`config.mk`:
```
export PLATFORM = sky130hd
export DESIGN_NAME = aes_cipher_iter
export DESIGN_NICKNAME = d
export VERILOG_FILES = /design/src/rtl/aes_cipher_iter_pkg.sv /design/src/rtl/aes_cipher_iter_round.sv /design/src/rtl/aes_cipher_iter.sv
export SDC_FILE = /design/constraint.sdc
export NUM_CORES = 2
export LEC_CHECK = 0
export CELL_PAD_IN_SITES_DETAIL_PLACEMENT = 1
export CELL_PAD_IN_SITES_GLOBAL_PLACEMENT = 2
export CORE_MARGIN = 5
export CORE_UTILIZATION = 30
export CTS_BUF_LIST = sky130_fd_sc_hd__clkbuf_4
export DETAILED_ROUTE_END_ITERATION = 7
export PLACE_DENSITY_LB_ADDON = 0.15
export SYNTH_ARGS = -nofsm -noshare
export SYNTH_HDL_FRONTEND = slang
export SYNTH_SLANG_ARGS = --single-unit
export TNS_END_PERCENT = 1
```
`constraint.sdc`:
```
create_clock -name clk -period 5.95 [get_ports clk]
set_input_delay 1.19 -clock clk [delete_from_list [all_inputs] [get_ports clk]]
set_output_delay 1.19 -clock clk [all_outputs]
set_load 0.05 [all_outputs]
```
`src/rtl/aes_cipher_iter_pkg.sv`:
```
// Shared AES-128 constants, FSM encoding and byte-level helpers for the
// iterative cipher datapath.
package aes_cipher_iter_pkg;

  localparam int          NR         = 10;
  localparam int          RK_IDXW    = 4;
  localparam logic [3:0]  LAST_ROUND = 4'd10;

  typedef enum logic [1:0] {
    ST_IDLE = 2'd0,
    ST_RUN  = 2'd1,
    ST_DONE = 2'd2
  } state_e;

  // Row n holds S-box outputs for inputs 8'hn0..8'hnf, leftmost byte first.
  localparam logic [0:15][127:0] SBOX_ROWS = {
    128'h637c777bf26b6fc53001672bfed7ab76,
    128'hca82c97dfa5947f0add4a2af9ca472c0,
    128'hb7fd9326363ff7cc34a5e5f171d83115,
    128'h04c723c31896059a071280e2eb27b275,
    128'h09832c1a1b6e5aa0523bd6b329e32f84,
    128'h53d100ed20fcb15b6acbbe394a4c58cf,
    128'hd0efaafb434d338545f9027f503c9fa8,
    128'h51a3408f929d38f5bcb6da2110fff3d2,
    128'hcd0c13ec5f974417c4a77e3d645d1973,
    128'h60814fdc222a908846eeb814de5e0bdb,
    128'he0323a0a4906245cc2d3ac629195e479,
    128'he7c8376d8dd54ea96c56f4ea657aae08,
    128'hba78252e1ca6b4c6e8dd741f4bbd8b8a,
    128'h703eb5664803f60e613557b986c11d9e,
    128'he1f8981169d98e949b1e87e9ce5528df,
    128'h8ca1890dbfe6426841992d0fb054bb16
  };

  function automatic logic [7:0] sbox(input logic [7:0] b);
    logic [127:0] row;
    logic [7:0]   res;
    row = SBOX_ROWS[b[7:4]];
    res = '0;
    for (int j = 0; j < 16; j++) begin
      if (b[3:0] == j[3:0]) res = row[127-8*j -: 8];
    end
    return res;
  endfunction

  function automatic logic [7:0] xtime(input logic [7:0] b);
    return {b[6:0], 1'b0} ^ (b[7] ? 8'h1b : 8'h00);
  endfunction

  // One state column, row 0 in the top byte.
  function automatic logic [31:0] mix_col(input logic [31:0] c);
    logic [7:0] a0, a1, a2, a3;
    {a0, a1, a2, a3} = c;
    return {xtime(a0) ^ xtime(a1) ^ a1 ^ a2 ^ a3,
            a0 ^ xtime(a1) ^ xtime(a2) ^ a2 ^ a3,
            a0 ^ a1 ^ xtime(a2) ^ xtime(a3) ^ a3,
            xtime(a0) ^ a0 ^ a1 ^ a2 ^ xtime(a3)};
  endfunction

endpackage

```
`src/rtl/aes_cipher_iter_round.sv`:
```
// One combinational AES round: SubBytes, ShiftRows, MixColumns (skipped
// on the final round) and AddRoundKey. Byte i lives at [127-8i -: 8].
module aes_cipher_iter_round
  import aes_cipher_iter_pkg::*;
(
  input  logic [127:0] st,
  input  logic [127:0] rk,
  input  logic         last,
  output logic [127:0] out
);

  logic [127:0] sb;
  logic [127:0] sr;
  logic [127:0] mc;

  always_comb begin
    sb  = '0;
    sr  = '0;
    mc  = '0;
    for (int i = 0; i < 16; i++) begin
      sb[127-8*i -: 8] = sbox(st[127-8*i -: 8]);
    end
    // Column-major layout: row r of column c takes row r of column (c+r)%4.
    for (int c = 0; c < 4; c++) begin
      for (int r = 0; r < 4; r++) begin
        sr[127-8*(4*c+r) -: 8] = sb[127-8*(4*((c+r)%4)+r) -: 8];
      end
    end
    for (int c = 0; c < 4; c++) begin
      mc[127-32*c -: 32] = mix_col(sr[127-32*c -: 32]);
    end
    out = (last ? sr : mc) ^ rk;
  end

endmodule

```
`src/rtl/aes_cipher_iter.sv`:
```
// Iterative AES-128 encryptor: one round per cycle, round keys fetched by
// index from the key-expansion table, valid/ready on both sides.
//
// state | meaning
// IDLE  | waiting for plaintext; initial AddRoundKey on accept
// RUN   | applying rounds 1..10, rk_idx = round
// DONE  | ciphertext held on out_data until out_ready
module aes_cipher_iter
  import aes_cipher_iter_pkg::*;
(
  input  logic         clk,
  input  logic         rst_n,
  input  logic         key_valid,
  output logic [3:0]   rk_idx,
  input  logic [127:0] rk,
  input  logic         in_valid,
  output logic         in_ready,
  input  logic [127:0] in_data,
  output logic         out_valid,
  input  logic         out_ready,
  output logic [127:0] out_data
);

  state_e       state_q, state_d;
  logic [3:0]   round_q, round_d;
  logic [127:0] st_q, st_d;
  logic [127:0] round_out;
  logic         last_round;

  assign last_round = (round_q == LAST_ROUND);

  aes_cipher_iter_round u_round (
    .st   (st_q),
    .rk   (rk),
    .last (last_round),
    .out  (round_out)
  );

  always_ff @(posedge clk or negedge rst_n) begin
    if (!rst_n) begin
      state_q <= ST_IDLE;
      round_q <= '0;
      st_q    <= '0;
    end else begin
      state_q <= state_d;
      round_q <= round_d;
      st_q    <= st_d;
    end
  end

  always_comb begin
    state_d = state_q;
    round_d = round_q;
    st_d    = st_q;
    case (state_q)
      ST_IDLE: begin
        if (in_valid && in_ready) begin
          st_d    = in_data ^ rk;
          round_d = 4'd1;
          state_d = ST_RUN;
        end
      end
      ST_RUN: begin
        st_d = round_out;
        // Exit on an explicit compare so the counter never runs past 10.
        if (last_round) begin
          round_d = '0;
          state_d = ST_DONE;
        end else begin
          round_d = round_q + 4'd1;
        end
      end
      ST_DONE: begin
        if (out_ready) state_d = ST_IDLE;
      end
      default: begin
        state_d = ST_IDLE;
        round_d = '0;
      end
    endcase
  end

  always_comb begin
    in_ready  = rst_n && key_valid && (state_q == ST_IDLE);
    rk_idx    = (state_q == ST_RUN) ? round_q : 4'd0;
    out_valid = (state_q == ST_DONE);
    out_data  = out_valid ? st_q : '0;
  end

endmodule

```
==> impl_metrics.csv <==
group,metric,value,unit
timing,finalCritPeriodShare,1.04,
global_route,grt_pass1_wl,715000,microns
timing,fmax,162,MHz
timing,setup_violations,2,
synthesis,synth_top_family_by_area,"compound AO/OA/AOI/OAI gates",
routing,viasPerCell,7.13,
placed_design,dpl-instance-area,75000,sq um
timing,setup_ws,-0.217,ns
die,core,222000,sq um
placed_design,gp_congestion,1.10,
clock_network,clkSlewWorstSetupHoldPaths,0.26,ns
timing,slew_headroom,0.0511,
routing,drt_iter0_markers,16188,
hold_path,min_path_type,"input port to async pin",
layout,drive_gt1_frac,0.101,
synthesis,synth-main-ff-cell,"dfrtp_1",
synthesis,ys_top_cells_by_count,"nand2_1, a21oi_1, o21ai_0",
die,boundaryPins,395,
synthesis,synth_edf_count,0,
synthesis,synth_compound_area_frac,0.394,
clock_network,cts_setup_buffers,0,
setup_path,reg2reg_to,"st_q[101]",
synthesis,ys_warn_count,0,
setup_path,end_kind,"flop",
timing,rsz0062_at_grt,"yes",
setup_path,cp-endpoint,"st_q[101]",
timing,finalHoldViolations,0,
synthesis,synth_top_area_frac,0.0665,
clock_network,cts_buffer_depth,2,
synthesis,synth_adder_area_share,0.0481,
layout,area_growth,12.9,%
synthesis,async_reset_ff_frac,1.00,
placed_design,io_buffers,394,
clock_network,cts_tree,"done",
placed_design,hpwl,392000,microns
setup_path,cp.required,6.82,ns
die,die_area,232000,sq um
synthesis,syn_nets,10826,
timing,finClkSkew,0.0998,ns
synthesis,synth_area_per_cell,6.48,sq um
outcome,status,"complete, but fails checks",
die,die_w,482,microns
synthesis,syn_area,66800,sq um
die,die_y,482,microns
layout,fin_area,75400,sq um
routing,firstDrtPassIters,6,
clock_network,cts-root-buf,"clkbuf_4",
global_route,grt_max_degree,150,
routing,num_vias,95469,
routing,drc,0,
clock_network,cts.sink_count,134,
die,initial_core_util,0.301,
setup_path,critPathLaunch,"st_q[125]",
run,maxCapViolCount,0,
clock_network,ctsHtreeMaxLevel,4,
synthesis,synth-simple-area-share,0.339,
clock_network,cts_made_buffers,17,
synthesis,synthXorXnorAreaFrac,0.0707,
global_route,grt-ovfl-total,0,
setup_path,r2r_cells,14,
outcome,failed_checks,"negative setup slack",
setup_path,r2r-start,"st_q[125]",
layout,final_nets,10876,
synthesis,netlist_top_cells_area,"a21oi_1, o21ai_0, nand2_1",
setup_path,path_max_fanout,12,
die,rows,173,
synthesis,yosys.cell_types.count,130,
synthesis,yosys.area.top_type,"a21oi_1",
global_route,grt_pass1_vias,91507,
timing,maxSlewViolCount,0,
global_route,grt.total_usage,0.416,
timing,worst_slew_pin_slew,1.42,ns
routing,ant_nets,0,
synthesis,muxShareOfSynthArea,0.0194,
routing,wl_per_cell,38.3,microns
routing,routed_wl,513000,microns
synthesis,syn_inst,10313,
synthesis,synth_most_common_cell,"nand2_1",
setup_path,crit_arrival,7.04,ns
clock_network,cts_hold_buf,0,
clock_network,clk_latency,1.02,ns
setup_path,worstSetupPathType,"flop to flop",
global_route,antenna_found_initial,45,
timing,fin_crit,6.17,ns
clock_network,ctsResizeCount,0,
synthesis,synth-seq-cells,134,
setup_path,ff2ff_setup_slack,-0.22,ns
synthesis,ys_seq_area_frac,0.0502,
setup_path,cp-start-kind,"flop",
==> worst max-delay path, stage by stage, from the launching register on <==
cell and delay, ns:
dfrtp_1 0.43, inv_1 0.34, ha_1 0.60, o21bai_1 0.40, a2111oi_1 0.78, a21oi_1 0.13
nand3_1 0.15, a311oi_1 0.08, nor3b_2 0.80, xor2_1 0.37, xor3_1 0.49, a21oi_1 0.63
o22a_1 0.25, o22ai_1 0.07, a21oi_1 0.50
==> layout by cell type (no fill, tap or decap), types with 88 or more instances in the layout <==
cell,n
clkdlybuf4s50_1,393
nand2_1,919
inv_1,117
and3_1,88
o22ai_1,109
and2_1,248
a311oi_1,145
xor2_1,116
o31ai_1,124
buf_4,634
a31oi_1,260
nor2b_1,333
o311ai_0,132
or3_1,108
nand3_1,446
a211oi_1,191
dfrtp_1,101
nor3_1,445
o211ai_1,199
ha_1,244
o21ai_0,783
xnor2_1,260
o21ai_1,98
a21oi_1,887
nand2b_1,401
nor2_1,756
==> state kept, by name (all words and copies together), names as in the netlist <==
name and count:
round_q 4, state_q 2, st_q 128
==> cell families after synthesis <==
kind of cell,after synthesis
flops,134
simple gates,4311
xor+xnor,443
mux,110
compound gates,3916
fa+ha+maj,252
buf+inv,1147
==> final cells by class <==
type | count | area [sq um]
Inverter | 132 | 495
Tap cell | 2975 | 3720
Clock buffer | 18 | 135
Multi-Input combinational cell | 9032 | 58300
Timing Repair Buffer | 1046 | 9070
Fill cell | 28130 | 146000
Antenna cell | 41 | 103
Sequential cell | 134 | 3460
Clock inverter | 14 | 163
==> per-stage QoR <==
step	utilization	hold WS, ns	instances	setup WS (ns)	TNS [ns]
after floorplan	-	0.459	10313	1.56	0
after global placement	0.338	0.503	13319	-0.105	-0.179
after detailed placement	0.338	0.515	13319	0.0564	0
after CTS	0.339	0.0409	13351	0.0465	0
after global routing	0.340	0.0488	13377	-0.251	-0.251
final	0.340	0.105	13392	-0.217	-0.227
==> how the worst min path moves through the flow <==
stage	start	endpoint	slack (ns)	cells past startpoint
after detailed placement	round_q[3]	round_q[3]	0.51	1
after global routing	rst_n	st_q[40]	0.05	1
after floorplan	round_q[3]	round_q[3]	0.46	1
final	rst_n	st_q[61]	0.11	1
after global placement	round_q[3]	round_q[3]	0.50	1
after CTS	rst_n	st_q[61]	0.04	1
==> metal layers <==
metal,track usage,routed length [microns],up-vias
li1,-,-,39110
met1,0.531,198000,47107
met2,0.626,216000,7429
met3,0.101,57400,1803
met4,0.264,41000,20
met5,0,133,-
Power is not shown: default switching activity piles up to over one toggle a cycle in this logic, so the estimate is an artifact.
